===== config.mk =====
export PLATFORM = sky130hd
export DESIGN_NAME = avg_run_ctrl
export DESIGN_NICKNAME = d
export VERILOG_FILES = /design/src/rtl/avg_run_ctrl_pkg.sv /design/src/rtl/avg_run_ctrl_btn_edge.sv /design/src/rtl/avg_run_ctrl.sv
export SDC_FILE = /design/constraint.sdc
export NUM_CORES = 1
export LEC_CHECK = 0
export ABC_AREA = 1
export BUFFER_PORTS_ARGS = -buffer_cell sky130_fd_sc_hd__buf_4
export CELL_PAD_IN_SITES_DETAIL_PLACEMENT = 1
export CELL_PAD_IN_SITES_GLOBAL_PLACEMENT = 1
export CORE_ASPECT_RATIO = 0.75
export CORE_MARGIN = 3
export CORE_UTILIZATION = 30
export CTS_BUF_LIST = sky130_fd_sc_hd__clkbuf_4
export DETAILED_ROUTE_END_ITERATION = 10
export PLACE_DENSITY_LB_ADDON = 0.1
export RECOVER_POWER = 100
export SLEW_MARGIN = 0
export SYNTH_ARGS = -nofsm -noshare
export SYNTH_HDL_FRONTEND = slang
export SYNTH_HIERARCHICAL = 1
export SYNTH_SLANG_ARGS = --single-unit

===== constraint.sdc =====
create_clock -name clk -period 1.6 [get_ports clk]
set_input_delay 0.24 -clock clk [delete_from_list [all_inputs] [get_ports clk]]
set_output_delay 0.24 -clock clk [all_outputs]
set_load 0.01 [all_outputs]

===== src/rtl/avg_run_ctrl_pkg.sv =====
// Shared definitions for the running-average run controller.
// Holds the FSM state encoding and the default framing/timeout parameters.
package avg_run_ctrl_pkg;

    // Fixed 3-bit encodings so state values stay stable for debug probes.
    typedef enum logic [2:0] {
        StIdle = 3'd0,
        StArm  = 3'd1,
        StRun  = 3'd2,
        StDump = 3'd3,
        StHalt = 3'd4
    } state_e;

    localparam int unsigned DefaultWindow  = 8;
    localparam int unsigned DefaultTimeout = 1_000_000;
    localparam int unsigned DefaultToW     = 20;

endpackage


===== src/rtl/avg_run_ctrl_btn_edge.sv =====
// Button conditioner: 2-flop synchronizer followed by a registered
// rising-edge detector. A held button gives a single one-cycle event,
// three cycles after the raw input rises.
// Ports:
//   clk - system clock
//   rst - synchronous active-high reset
//   raw - asynchronous button level
//   ev  - one-cycle event pulse
module btn_edge (
    input  logic clk,
    input  logic rst,
    input  logic raw,
    output logic ev
);

    // [0],[1] are the synchronizer stages, [2] is the previous synced level.
    logic [2:0] sync_q;
    logic       ev_q;

    always_ff @(posedge clk) begin
        if (rst) begin
            sync_q <= '0;
            ev_q   <= 1'b0;
        end else begin
            sync_q <= {sync_q[1:0], raw};
            ev_q   <= sync_q[1] & ~sync_q[2];
        end
    end

    assign ev = ev_q;

endmodule


===== src/rtl/avg_run_ctrl.sv =====
// Run controller for the running-average datapath. Conditions the start and
// stop buttons, frames samples into windows of WINDOW and sequences the
// accumulator clear/dump and the counter enable/clear pulses.
// Ports:
//   clk, rst      - system clock, synchronous active-high reset
//   start, stop   - raw asynchronous buttons
//   sample_valid  - one strobe per delivered sample
//   acc_clr       - accumulator clear pulse (ARM)
//   acc_dump      - accumulator latch/divide pulse (DUMP)
//   cnt_en        - counter enable pulse, one per completed window
//   cnt_clr       - counter clear pulse (ARM)
//   running       - high in RUN and DUMP
//   timed_out     - sticky, set when a run aborts for lack of samples
//   win_idx       - sample index within the current window
module avg_run_ctrl
    import avg_run_ctrl_pkg::*;
#(
    parameter int unsigned WINDOW  = DefaultWindow,
    parameter int unsigned TIMEOUT = DefaultTimeout,
    parameter int unsigned TO_W    = DefaultToW
) (
    input  logic       clk,
    input  logic       rst,
    input  logic       start,
    input  logic       stop,
    input  logic       sample_valid,
    output logic       acc_clr,
    output logic       acc_dump,
    output logic       cnt_en,
    output logic       cnt_clr,
    output logic       running,
    output logic       timed_out,
    output logic [3:0] win_idx
);

    localparam logic [3:0]      WinLast = 4'(WINDOW - 1);
    localparam logic [TO_W-1:0] ToLast  = TO_W'(TIMEOUT - 1);

    logic start_ev;
    logic stop_ev;

    state_e          state_q, state_d;
    logic [3:0]      win_q, win_d;
    logic [TO_W-1:0] to_q, to_d;
    logic            tmo_q, tmo_d;

    logic acc_clr_q, acc_clr_d;
    logic acc_dump_q, acc_dump_d;
    logic cnt_en_q, cnt_en_d;
    logic cnt_clr_q, cnt_clr_d;
    logic running_q, running_d;

    btn_edge u_start_edge (
        .clk (clk),
        .rst (rst),
        .raw (start),
        .ev  (start_ev)
    );

    btn_edge u_stop_edge (
        .clk (clk),
        .rst (rst),
        .raw (stop),
        .ev  (stop_ev)
    );

    // State, window index, timeout counter and sticky flag.
    always_ff @(posedge clk) begin
        if (rst) begin
            state_q <= StIdle;
            win_q   <= '0;
            to_q    <= '0;
            tmo_q   <= 1'b0;
        end else begin
            state_q <= state_d;
            win_q   <= win_d;
            to_q    <= to_d;
            tmo_q   <= tmo_d;
        end
    end

    always_comb begin
        state_d = state_q;
        win_d   = win_q;
        to_d    = to_q;
        tmo_d   = tmo_q;
        case (state_q)
            StIdle: begin
                if (start_ev) begin
                    state_d = StArm;
                end
            end
            StArm: begin
                state_d = StRun;
            end
            StRun: begin
                if (stop_ev) begin
                    state_d = StHalt;
                end else if (!sample_valid && (to_q == ToLast)) begin
                    state_d = StHalt;
                    tmo_d   = 1'b1;
                end else if (sample_valid) begin
                    to_d = '0;
                    if (win_q == WinLast) begin
                        state_d = StDump;
                        win_d   = '0;
                    end else begin
                        win_d = win_q + 4'd1;
                    end
                end else begin
                    to_d = to_q + TO_W'(1);
                end
            end
            StDump: begin
                if (sample_valid) begin
                    to_d = '0;
                end else begin
                    to_d = to_q + TO_W'(1);
                end
                if (stop_ev) begin
                    state_d = StHalt;
                end else begin
                    state_d = StRun;
                    // Sample taken during the dump opens the next window.
                    if (sample_valid) begin
                        win_d = 4'd1;
                    end
                end
            end
            StHalt: begin
                if (start_ev) begin
                    state_d = StArm;
                end
            end
            default: begin
                state_d = StIdle;
            end
        endcase
        // Entering ARM starts a fresh run.
        if (state_d == StArm) begin
            win_d = '0;
            to_d  = '0;
            tmo_d = 1'b0;
        end
    end

    // Outputs are decoded from the next state so the registered pulses line
    // up with the ARM/DUMP state cycle.
    always_comb begin
        acc_clr_d  = (state_d == StArm);
        cnt_clr_d  = (state_d == StArm);
        acc_dump_d = (state_d == StDump);
        cnt_en_d   = (state_d == StDump);
        running_d  = (state_d == StRun) || (state_d == StDump);
    end

    always_ff @(posedge clk) begin
        if (rst) begin
            acc_clr_q  <= 1'b0;
            acc_dump_q <= 1'b0;
            cnt_en_q   <= 1'b0;
            cnt_clr_q  <= 1'b0;
            running_q  <= 1'b0;
        end else begin
            acc_clr_q  <= acc_clr_d;
            acc_dump_q <= acc_dump_d;
            cnt_en_q   <= cnt_en_d;
            cnt_clr_q  <= cnt_clr_d;
            running_q  <= running_d;
        end
    end

    assign acc_clr   = acc_clr_q;
    assign acc_dump  = acc_dump_q;
    assign cnt_en    = cnt_en_q;
    assign cnt_clr   = cnt_clr_q;
    assign running   = running_q;
    assign timed_out = tmo_q;
    assign win_idx   = win_q;

endmodule


# After elaboration in Yosys (flattened, before gate mapping)
# Index checks and enable logic that the tools add are counted.
dict set report word_totals {
  register_bits 39
  in_bits 5
  output_inout_bits 10
}
dict set report classes {
  n_addsub 2
  eq_ne 14
  n_mux 18
  bitwise_logic 5
  n_reduce_logical 10
}
# cell n
set op_table {}
lappend op_table {{two-way mux 20 bit} 3}
lappend op_table {{case mux 20 bit (2 select lines)} 1}
lappend op_table {{two-way mux 4 bit} 6}
lappend op_table {{adder 20 x 1 -> 20 bit, second input constant} 1}
lappend op_table {{== test 20 bit, second input constant} 1}
lappend op_table {{two-way mux 3 bit} 6}
lappend op_table {{== test 3 x 2 -> 1 bit, second input constant} 4}
lappend op_table {{case mux 3 bit (4 select lines)} 1}
lappend op_table {{!= test 2 bit, second input constant} 5}
lappend op_table {{case mux 4 bit (2 select lines)} 1}
lappend op_table {{== test 3 x 1 -> 1 bit, second input constant} 2}
lappend op_table {{AND reduction 3 bit} 2}
lappend op_table {{AND reduction 6 bit} 1}
lappend op_table {{adder 4 x 1 -> 4 bit, second input constant} 1}
lappend op_table {{== test 4 x 3 -> 1 bit, second input constant} 1}
lappend op_table {{OR reduction 2 bit} 2}
lappend op_table {{== test 3 bit, second input constant} 1}
lappend op_table {{zero test 3 bit} 1}
lappend op_table {{NOT 1 bit} 3}
lappend op_table {{AND 1 bit} 2}
lappend op_table {{nonzero test 2 bit} 1}
lappend op_table {{logical AND 1 bit} 1}
lappend op_table {{zero test 1 bit} 1}
lappend op_table {{logical OR 1 bit} 1}

# Longest topological paths before layout
# Gate-level depths: netlist of the first run.
dict set report depth {
  ltp_word 8
  mapped_depth 10
  ltp_nobuf 10
}

# By module
# The synthesis of the first run kept the hierarchy.
# module n_inst cells_per_inst area_each_um2 seq_area_each_um2
set modules_own_cells {}
lappend modules_own_cells {avg_run_ctrl 1 302 1910.6 620.6}
lappend modules_own_cells {btn_edge 2 12 115.1 80.1}

# Least setup slack after synthesis of the first run
# Ideal clock, no wire load.
dict set report synth_path {
  kind {register to register}
  startpoint {reg to_q[0]}
  endpoint {reg to_q[11]}
  arrival_ns 1.524
  slack_ns -0.061
  stages_incl_launch_ff 10
  synth_period_minus_slack_ns 1.661
  path_cell_list {dfxtp_1 -> ha_1 -> nand3_2 -> nor2_2 -> nand4_2 -> nand3_4 -> inv_2 -> buf_6 -> nand2_1 -> a21oi_2}
}
dict set report synth_between {
  elab_chain_len 7
  elab_cells_between_ends 14
  cone_classes {add/sub: 1; eq/ne: 3; mux: 7; reduce/logical: 3}
}
# item line
set synth_lines {}
lappend synth_lines {{start: declaration} avg_run_ctrl.sv:44} ;# logic [TO_W-1:0] to_q, to_d;
lappend synth_lines {{start signal: assignment} avg_run_ctrl.sv:77} ;# to_q <= to_d;
lappend synth_lines {{parallel branches: the longest is 7 deep, another holds adder 20 x 1 -> 20 bit} n/a}
# Parallel ways; which one is timed is not known. The select of a mux whose other input is x is not followed.
# A chain may end at the register's enable or synchronous reset.

# Worst setup path in the final report of the first run
dict set report layout_path {
  startpoint {reg to_q[11]}
  endpoint {reg to_q[13]}
}
# Same word-level chain as after synthesis.

==> qor.csv, run 1 <==
metric,value,unit
first-pass GRT wire length,10.8,mm
Power Dens Cells,647,nW/um2
1st-iter DRT viols,104,
Place WS,18.5,ps
Clock power frac,39.0,%
Mapped Avg Cell Area,6.57,um2
unique cell type count in the Yosys netlist,31,
Switch Pwr,0.429,mW
Setup crit start kind,register,
fin crit share,92.5,%
# rows,25,
Worst Path Arrival,1770,ps
antenna fix cells,0,
drt wl/cell,14.3,um
ANT nets after route,0,
met2 usage,24.5,%
DR pass1 iterations,4,
Fill cells,874,
global placement routability congestion,0.795,
Fmax achieved,676,MHz
worst reg2reg setup slack,120,ps
capturing point of the worst reg2reg path,to_q[13],
HPWL Detailed,4.84,mm
hold path start,start,
Num CTS Buffers,5,
CP peak stage delay,390,ps
"Largest delay share family, worst path",simple AND/OR/NAND/NOR gates,
CTS root buffer,clkbuf_4,
cell count of the worst reg-to-reg path,8,
FF-to-FF Start,to_q[11],
type of the worst min-delay path,in -> reg,
Initial Utilization,32.4,%
worst setup path class,reg -> reg,
Clock Skews,11.1,ps
CP Buf/Inv Count,1,
syn_nets,333,
Crit. End Element,register,
Tmin final,1480,ps
I/O Buffers,14,
Die X,104,um
Hold WS,83.0,ps
Remaining DRCs,0,
DR vias,2151,
final setup TNS,0,ps
clk_lat worst skew,360,ps
Layout Nets,372,
total track usage,16.7,%
Util after Layout,41.0,%
Switching Fraction,24.5,%
MaxCap Viol Count,0,
core area,6600,um2
"Slew Viols, Final",0,
grt met3 use,3.01,%
Worst slew margin,59.2,%
area occupied by multi-input gates,1270,um2
vias per inst,4.68,
Clock Pin Slew Worst Setup and Hold Paths,130,ps
largest net degree at the start of global routing,18,
GR peak layer,met1,
post-synthesis sequential area ratio,36.5,%
Max H-tree Level,2,
vias in the first global route,2141,
total routed wirelength,6.56,mm
sequential power share,55.7,%
leakage power,0.991,nW
CTS tree,yes,
area growth from synthesis to layout,26.5,%
hold depth,3,
Die Height,79.2,um
Final Setup Violations,0,
crit path cell chain,"nor2_2, nand2_2, nor2_4, nand4_4, nand3_4, buf_8, nand2_1, a21oi_2",
Mapped Cells,326,
#FFs+latches synth,39,
register area,818,um2
Slew @ Worst Pin,611,ps
yosys warns,6,
Worst Setup SP,to_q[11],
# hold bufs at CTS,0,
"Data required, critical path",1890,ps
outcome,"complete, no violations",
I/O pin count,15,
combinational share of power,5.3,%
Die ar.,8200,um2
post-route setup slack,120,ps
synthesized cell area,2140,um2
Int Pwr,1.32,mW
grt ovf,0,
met1 Resource Use GR,24.7,%
CTS sink cnt,39,
Fin. Hold Viols,0,
CP max FO,11,
maximum VDD drop,0.271,mV
initial antenna violation count,0,
Clock Tree Buf Depth,2,
Worst Hold Path EP,u_start_edge/sync_q[0],
layout cell share with drive strength beyond 1,25.1,%
slowest CP cell,dfxtp_4,
[layout by cell type (no fill, tap or decap), types with 2 or more instances in the layout]
cell type / netlist / layout
dfxtp_1: 39 / 21
nor2_4: 0 / 3
clkinv_1: 0 / 3
nand2_2: 2 / 2
dfxtp_4: 0 / 6
o21ai_1: 0 / 4
buf_8: 0 / 2
nor2_1: 59 / 43
a21oi_2: 8 / 7
nand2_1: 102 / 102
inv_1: 30 / 30
clkbuf_1: 3 / 10
a21oi_1: 18 / 19
dfxtp_2: 0 / 12
xor2_1: 11 / 11
nor2_2: 3 / 16
xnor2_1: 2 / 2
clkbuf_4: 0 / 5
nand3_1: 19 / 17
buf_4: 2 / 27
nand3_4: 1 / 3
[synthesized netlist by cell type]
| cell type | count | area [um2] |
|---|---|---|
| nand2_1 | 102 | 383 |
| nor2_1 | 59 | 221 |
| dfxtp_1 | 39 | 781 |
| inv_1 | 30 | 113 |
| nand3_1 | 19 | 95.1 |
| a21oi_1 | 18 | 90.1 |
| xor2_1 | 11 | 96.3 |
| a21oi_2 | 8 | 70.1 |
| o21ai_0 | 5 | 25.0 |
| buf_6 | 3 | 33.8 |
| clkbuf_1 | 3 | 11.3 |
| inv_2 | 3 | 11.3 |
| nor2_2 | 3 | 18.8 |
| and2_1 | 2 | 12.5 |
| buf_4 | 2 | 15.0 |
| ha_1 | 2 | 25.0 |
| nand2_2 | 2 | 12.5 |
| xnor2_1 | 2 | 17.5 |
| a22oi_1 | 1 | 7.51 |
| buf_2 | 1 | 5.00 |
| nand3_2 | 1 | 10.0 |
| nand3_4 | 1 | 17.5 |
| nand3b_1 | 1 | 7.51 |
| nand4_1 | 1 | 6.26 |
| nand4_2 | 1 | 12.5 |
| nor3_1 | 1 | 5.00 |
| nor3_2 | 1 | 10.0 |
| nor3b_1 | 1 | 7.51 |
| nor4_1 | 1 | 6.26 |
| o21bai_1 | 1 | 7.51 |
| o22ai_1 | 1 | 6.26 |
[worst max-delay path by stage]
stage,endpoint,slack [ps],cells past startpoint
final,to_q[13],120,8
after global routing,to_q[17],-9,11
after CTS,to_q[18],8,11
after detailed placement,to_q[13],20,8
after global placement,to_q[10],60,8
after floorplan,to_q[11],20,9
[logic make-up (layout without fill, tap and decap cells)]
group	Yosys count	after routing	share of synthesized area, %
XOR/XNOR	13	13	5.32
buffers and inverters	42	82	8.82
AO/OA/AOI/OAI	34	34	9.64
AND/OR/NAND/NOR	196	196	38.6
adder cells (fa/ha/maj)	2	2	1.17
flip-flops	39	39	36.5
[power by group through the flow]
stage               logic, mW  clock network, mW  registers, mW
finish                 0.0929              0.682          0.977
global route            0.104              0.766          0.979
CTS                    0.0934              0.708          0.988
detailed placement     0.0927                  0           1.01
global placement       0.0915                  0           1.01
floorplan              0.0489                  0           1.01
[sequential cells by signal, summed over array words and instances (netlist names)]
| register | count |
|---|---|
| to_q | 20 |
| win_idx | 4 |
| state_q | 3 |
| u_start_edge/sync_q | 3 |
| u_stop_edge/sync_q | 3 |
| cnt_clr | 1 |
| cnt_en | 1 |
| running | 1 |
| timed_out | 1 |
| u_start_edge/ev | 1 |
| u_stop_edge/ev | 1 |
[routing by layer]
| metal | vias up | wire, um |
|---|---|---|
| met5 | - | 0 |
| met3 | 10 | 160 |
| li1 | 1093 | - |
| met2 | 31 | 2730 |
| met4 | 0 | 71 |
| met1 | 1017 | 3600 |
[what timing repair did]
action                                  in CTS  in global routing
buffers inserted                             0                  4
gates resized for setup                      5                 55
endpoints found under the setup margin       3                 26
pin swaps                                    0                 10
cloned                                       0                  1
[layout make-up]
cell class                      count  share of cell area [%]
Tap cell                           94                    4.34
Clock buffer                        5                    1.39
Inverter                           33                    4.67
Timing Repair Buffer               41                    11.1
Multi-Input combinational cell    245                    46.9
Sequential cell                    39                    30.2
Clock inverter                      3                    1.43
[stage by stage]
stage	instance area (um2)	instances	power, mW
floorplan	2150	326	1.06
global placement	2480	447	1.10
detailed placement	2480	447	1.10
CTS	2560	455	1.79
global route	2710	460	1.85
finish	2710	460	1.75
[worst min-delay path, cell delays in order]
cell and delay, ps:
buf_4 70, inv_1 30, nor2_1 60
(Power assumes the default switching activity.)
==> inputs of run 2 (changes only) <==
- ABC_AREA: 1 -> not set
==> run 2 against run 1 <==
  * The run now ends with setup timing left
  * Highest routed layer unchanged
  * Global-route usage grew 4.5 points
  * Sequential share of layout area shrank 2.4 points
  * Register-to-register slack lost 510 ps
  * Hold slack lost 8.0 ps
  * Core utilization grew 7.6 points
  * Non-clock buffer count grew 48
==> qor.csv, run 2 <==
metric,value,unit
outcome,"complete, but fails checks",
failing checks,setup timing,
Max H-tree Level,2,
post-synthesis sequential area ratio,42.5,%
post-route setup slack,-385,ps
"most common cell after layout, fill and taps aside",buf_4,
Fmax achieved,504,MHz
DR vias,2054,
Synth area leader,dfxtp_1,
Worst Path Arrival,2230,ps
Fill cells,682,
synthesized cell area,1840,um2
vias per inst,5.48,
"count leader, synth",dfxtp_1,
placed cells,345,
largest net degree at the start of global routing,15,
RSZ-0062 raised after global routing,true,
Die X,96.3,um
total track usage,21.2,%
CTS tree,yes,
Tmin final,1980,ps
Clock Skews,30.3,ps
cell count of the worst reg-to-reg path,9,
type of the worst min-delay path,in -> reg,
Clock Pin Slew Worst Setup and Hold Paths,130,ps
synth top area cells,"dfxtp_1 43%, a21oi_1 4.6%, a32o_1 3.3%, nor3_1 3.3%, nand4_1 3.1%",
Worst Setup SP,to_q[0],
"Data required, critical path",1840,ps
1st-iter DRT viols,155,
# rows,24,
global placement routability congestion,0.871,
maximum VDD drop,0.441,mV
area growth from synthesis to layout,55.1,%
MaxCap Viol Count,0,
Final Setup Violations,24,
worst setup path class,reg -> reg,
Worst slew margin,58.2,%
layout cell share with drive strength beyond 1,46.1,%
vias in the first global route,2164,
antenna fix cells,0,
worst reg2reg setup slack,-380,ps
FF-to-FF Start,to_q[0],
Initial Utilization,31.3,%
Worst Hold Path EP,u_start_edge/sync_q[0],
I/O pin count,15,
Die Height,73.7,um
Synth async-reset ratio,0,%
CP max FO,7,
share of the synthesized area in the top cell type,42.5,%
Synth Flop Type,dfxtp_1,
leakage power,1.06,nW
max reg flops,20,
total routed wirelength,7.34,mm
most frequent cells in the layout,"66 x buf_4, 30 x dfxtp_1, 12 x clkbuf_1",
Setup crit start kind,register,
Top reg by flops,to_q,
Crit. End Element,register,
Post-synth EDFFs,0,
capturing point of the worst reg2reg path,to_q[6],
Remaining DRCs,0,
HPWL Detailed,4.82,mm
Layout Nets,303,
#FFs+latches synth,39,
Clock Tree Buf Depth,2,
Fin. Hold Viols,0,
Num CTS Buffers,5,
grt ovf,0,
Mapped Avg Cell Area,8.82,um2
CTS sink cnt,39,
fin crit share,124,%
initial antenna violation count,0,
unique cell type count in the Yosys netlist,45,
Slew @ Worst Pin,626,ps
hold depth,2,
ANT nets after route,0,
"Slew Viols, Final",0,
clk_lat worst skew,370,ps
first-pass GRT wire length,11.2,mm
hold path start,start,
syn_nets,215,
drt wl/cell,19.6,um
core area,5860,um2
register area,792,um2
CTS root buffer,clkbuf_4,
Hold WS,75.0,ps
Util after Layout,48.6,%
fin cells,375,
Die ar.,7100,um2
most frequent cells after synthesis,"39 x dfxtp_1, 17 x a21oi_1, 12 x nand2_1, 12 x nor3_1, 11 x nor2_1",
DR pass1 iterations,4,
area occupied by multi-input gates,1220,um2
yosys warns,6,
I/O Buffers,14,
Mapped Cells,208,
# hold bufs at CTS,0,
Power Dens Cells,574,nW/um2
[run 2: changes by cell type after synthesis, moves of 7 or more]
| cell | delta |
|---|---|
| nand2_1 | -90 |
| nor2_1 | -48 |
| inv_1 | -24 |
| nand3_1 | -12 |
| nor3_1 | +11 |
| xor2_1 | -11 |
| nand4_1 | +8 |
| nor2b_1 | +8 |
| a21oi_2 | -7 |
| or3_1 | +7 |
[run 2: through the flow]
stage | cell area, um2 | worst slack, ps | power, mW | setup TNS [ps]
after floorplan | 1920 | -29.6 | 1.05 | -65.7
after global placement | 2470 | -318 | 1.10 | -5510
after detailed placement | 2470 | -459 | 1.11 | -8830
after CTS | 2750 | -282 | 1.65 | -4210
after global routing | 2850 | -456 | 1.71 | -8820
final | 2850 | -385 | 1.64 | -6700
[run 2: what timing repair did]
action	CTS	global route
cloned	1	0
setup buffers	14	7
pin swaps	27	17
resized for setup	27	26
setup endpoints to repair	25	29
[run 2: worst max-delay path by stage]
stage | to | slack (ps) | depth (start not counted)
finish | to_q[6] | -380 | 9
global route | to_q[4] | -460 | 9
CTS | to_q[8] | -280 | 7
detailed placement | to_q[16] | -460 | 6
global placement | to_q[13] | -320 | 6
floorplan | to_q[18] | -30 | 7
[run 2: cell families after synthesis]
logic type      share of synthesized area [%]
simple gates                             31.6
compound gates                           19.2
flops                                    42.5
buf+inv                                  3.82
xor+xnor                                 1.43
fa+ha+maj                                1.36
[run 2: final cells by class]
class | count | share of cell area [%]
timing repair buffer | 89 | 23.3
sequential | 39 | 27.8
clock buffer | 5 | 1.32
clock inverter | 3 | 0.615
multi-input combinational | 155 | 42.7
tap | 78 | 3.43
inverter | 6 | 0.791
[run 2: critical path: stages, from the launching register on]
cell and delay (ps):
dfxtp_2 380, ha_4 140, and3_4 190, nand4_1 200
buf_4 220, nor3_4 150, buf_6 190, nor4_4 50
buf_4 140, o211a_1 200
[run 2: layer usage]
metal  global-route usage (%)  wire (um)
met1                     28.4       3330
met2                     34.4       3450
met3                     3.38        410
met4                     7.47        147
met5                        0          0
[run 2: where the power goes]
part	total (mW)	switching (mW)	leakage, nW	internal (mW)
Sequential	0.987	0.00533	0.320	0.981
Clock	0.530	0.360	0.0330	0.170
Combinational	0.119	0.0706	0.707	0.0488
==> inputs of run 3 (changes only) <==
- SYNTH_HIERARCHICAL: 1 -> not set
==> run 3 against run 2 <==
  * Flip-flop and latch count unchanged
  * Via count down 12%
  * Final area down 4.1%
  * Clock-buffer cell count unchanged
  * Clock power up 61%
  * Wire length down 21%
  * The flow still finishes with violations (setup timing)
  * Largest power group unchanged
  * Synthesized area up 1.6%
  * Synthesized cell count unchanged
  * Worst setup slack better by 290 ps
==> qor.csv, run 3 <==
metric,value,unit
CTS root buffer,clkbuf_4,
initial antenna violation count,0,
total routed wirelength,5.81,mm
Int Pwr,1.53,mW
most frequent cells in the layout,"56 x buf_4, 31 x dfxtp_1, 18 x nand2_1",
Power Dens Cells,720,nW/um2
outcome,"complete, but fails checks",
Fill cells,691,
Worst slew margin,65.2,%
M1 wire length,2.92,mm
Max H-tree Level,2,
RSZ-0062 raised after global routing,true,
Clock power frac,43.3,%
unique cell type count in the Yosys netlist,52,
Setup crit start kind,register,
Fin. Hold Viols,0,
Slew @ Worst Pin,522,ps
first-pass GRT wire length,9.47,mm
Crit. End Element,register,
Synth area leader,dfxtp_1,
Num CTS Buffers,5,
type of the worst min-delay path,in -> reg,
global placement routability congestion,0.844,
clk_lat worst skew,350,ps
failing checks,setup timing,
grt ovf,0,
synth top area cells,"dfxtp_1 42%, nand2_1 4.2%, nor2_1 3.6%, a21oi_1 3.2%, mux2i_1 3.2%",
"Slew Viols, Final",0,
# hold bufs at CTS,0,
yosys warns,0,
DR pass1 iterations,4,
I/O pin count,15,
Top reg by flops,to_q,
met3 wire len,143,um
Place WS,-138,ps
Die ar.,7210,um2
core area,5920,um2
ANT nets after route,0,
CTS sink cnt,39,
hold depth,2,
Synth async-reset ratio,0,%
CP max FO,4,
top sig layer,met4,
capturing point of the worst reg2reg path,to_q[14],
Final Setup Violations,9,
Die Height,74.3,um
Initial Utilization,31.5,%
Switch Pwr,0.434,mW
layout cell share with drive strength beyond 1,43.5,%
placed cells,345,
1st-iter DRT viols,49,
MaxCap Viol Count,0,
area growth from synthesis to layout,46.4,%
fin crit share,106,%
HPWL Detailed,4.22,mm
DR vias,1804,
leakage power,1.07,nW
"count leader, synth",dfxtp_1,
Util after Layout,46.2,%
routed wl met2,2.72,mm
Post-synth EDFFs,0,
post-route setup slack,-97.8,ps
Switching Fraction,22.1,%
syn_nets,215,
total track usage,16.6,%
Clock Pin Slew Worst Setup and Hold Paths,130,ps
sequential power share,50.0,%
Mapped Avg Cell Area,8.96,um2
Clock Tree Buf Depth,2,
share of the synthesized area in the top cell type,41.9,%
drt wl/cell,16.0,um
antenna fix cells,0,
largest net degree at the start of global routing,14,
#FFs+latches synth,39,
Worst Path Arrival,2000,ps
Layout Nets,291,
FF-to-FF Start,to_q[0],
combinational share of power,6.7,%
Worst Hold Path EP,u_start_edge.sync_q[0],
"most common cell after layout, fill and taps aside",buf_4,
Die X,97.0,um
worst setup path class,reg -> reg,
post-synthesis sequential area ratio,41.9,%
Fmax achieved,589,MHz
# rows,24,
I/O Buffers,14,
worst reg2reg setup slack,-100,ps
Mapped Cells,208,
vias per inst,4.97,
hold path start,start,
most frequent cells after synthesis,"39 x dfxtp_1, 21 x nand2_1, 18 x nor2_1",
fin cells,363,
Clock Skews,7.52,ps
Synth Flop Type,dfxtp_1,
vias in the first global route,1877,
max reg flops,20,
synthesized cell area,1860,um2
CTS tree,yes,
Remaining DRCs,0,
Tmin final,1700,ps
maximum VDD drop,0.391,mV
"Data required, critical path",1900,ps
cell count of the worst reg-to-reg path,7,
==> run 3: changes by cell type in the layout (fill, tap and decap cells not counted), moves of 5 or more <==
| cell | change |
|---|---|
| a21oi_2 | -5 |
| a32o_1 | -6 |
| buf_4 | -10 |
| buf_6 | -6 |
| mux2i_1 | +6 |
| nand2_1 | +7 |
| nor2_1 | +6 |
| nor3b_1 | -5 |
| or2_2 | +5 |
| or3_4 | -5 |
==> run 3: cell type report <==
class | instances | area, um2 | share of cell area [%]
Clock inverter | 3 | 67.6 | 2.47
Sequential cell | 39 | 796 | 29.1
Inverter | 6 | 22.5 | 0.825
Clock buffer | 5 | 37.5 | 1.37
Tap cell | 78 | 97.6 | 3.57
Timing Repair Buffer | 75 | 544 | 19.9
Multi-Input combinational cell | 157 | 1160 | 42.7
==> run 3: worst max-delay path by stage <==
stage | slack [ps] | depth (start not counted) | start | to
2_1_floorplan | 40 | 7 | to_q[1] | to_q[6]
3_3_place_gp | -110 | 5 | state_q[1] | to_q[6]
3_5_place_dp | -140 | 5 | state_q[1] | to_q[5]
4_1_cts | -110 | 7 | to_q[0] | to_q[14]
5_1_grt | -170 | 7 | to_q[0] | to_q[14]
6_report | -100 | 7 | to_q[0] | to_q[14]
==> run 3: layer usage <==
metal	vias to the layer above	global-route usage, %
met5	-	0
met4	0	3.74
met3	5	3.47
met2	21	27.5
met1	882	22.7
li1	896	-
==> run 3: worst max-delay path, cell delays in order, from the launching register on <==
cell and delay [ps]:
dfxtp_2 360, ha_4 160, and4_4 150, nand4_1 130, o21ai_2 90, buf_4 150
or4b_1 480, a21oi_2 120
==> run 3: logic make-up (layout without fill, tap and decap cells) <==
| kind of cell | count (synthesis) | count (layout) | share of synthesized area (%) |
|---|---|---|---|
| XOR/XNOR | 5 | 5 | 2.35 |
| adder cells (fa/ha/maj) | 2 | 2 | 1.34 |
| AND/OR/NAND/NOR | 115 | 115 | 38.1 |
| buffers and inverters | 12 | 89 | 3.49 |
| flip-flops | 39 | 39 | 41.9 |
| multiplexers | 7 | 7 | 3.83 |
| AO/OA/AOI/OAI | 28 | 28 | 9.06 |
==> run 3: per-stage QoR <==
stage	power (mW)	hold WS, ps	TNS (ps)	area (um2)
final	1.97	87.2	-337	2730
after global routing	2.05	55.6	-1700	2730
after CTS	1.97	79.7	-753	2620
after detailed placement	1.12	383	-1870	2420
after global placement	1.12	372	-1190	2420
after floorplan	1.07	319	0	1870
==> run 3: power by group through the flow <==
stage | clock network, mW | logic, mW | registers, mW
floorplan | 0 | 0.0570 | 1.01
global placement | 0 | 0.112 | 1.01
detailed placement | 0 | 0.116 | 1.01
CTS | 0.866 | 0.119 | 0.985
global route | 0.926 | 0.143 | 0.985
finish | 0.851 | 0.131 | 0.983
==> run 3: what timing repair did <==
item,4_1_cts,5_1_grt
resized for setup,20,33
pin swaps,7,17
buffers inserted,2,8
endpoints found under the setup margin,23,24
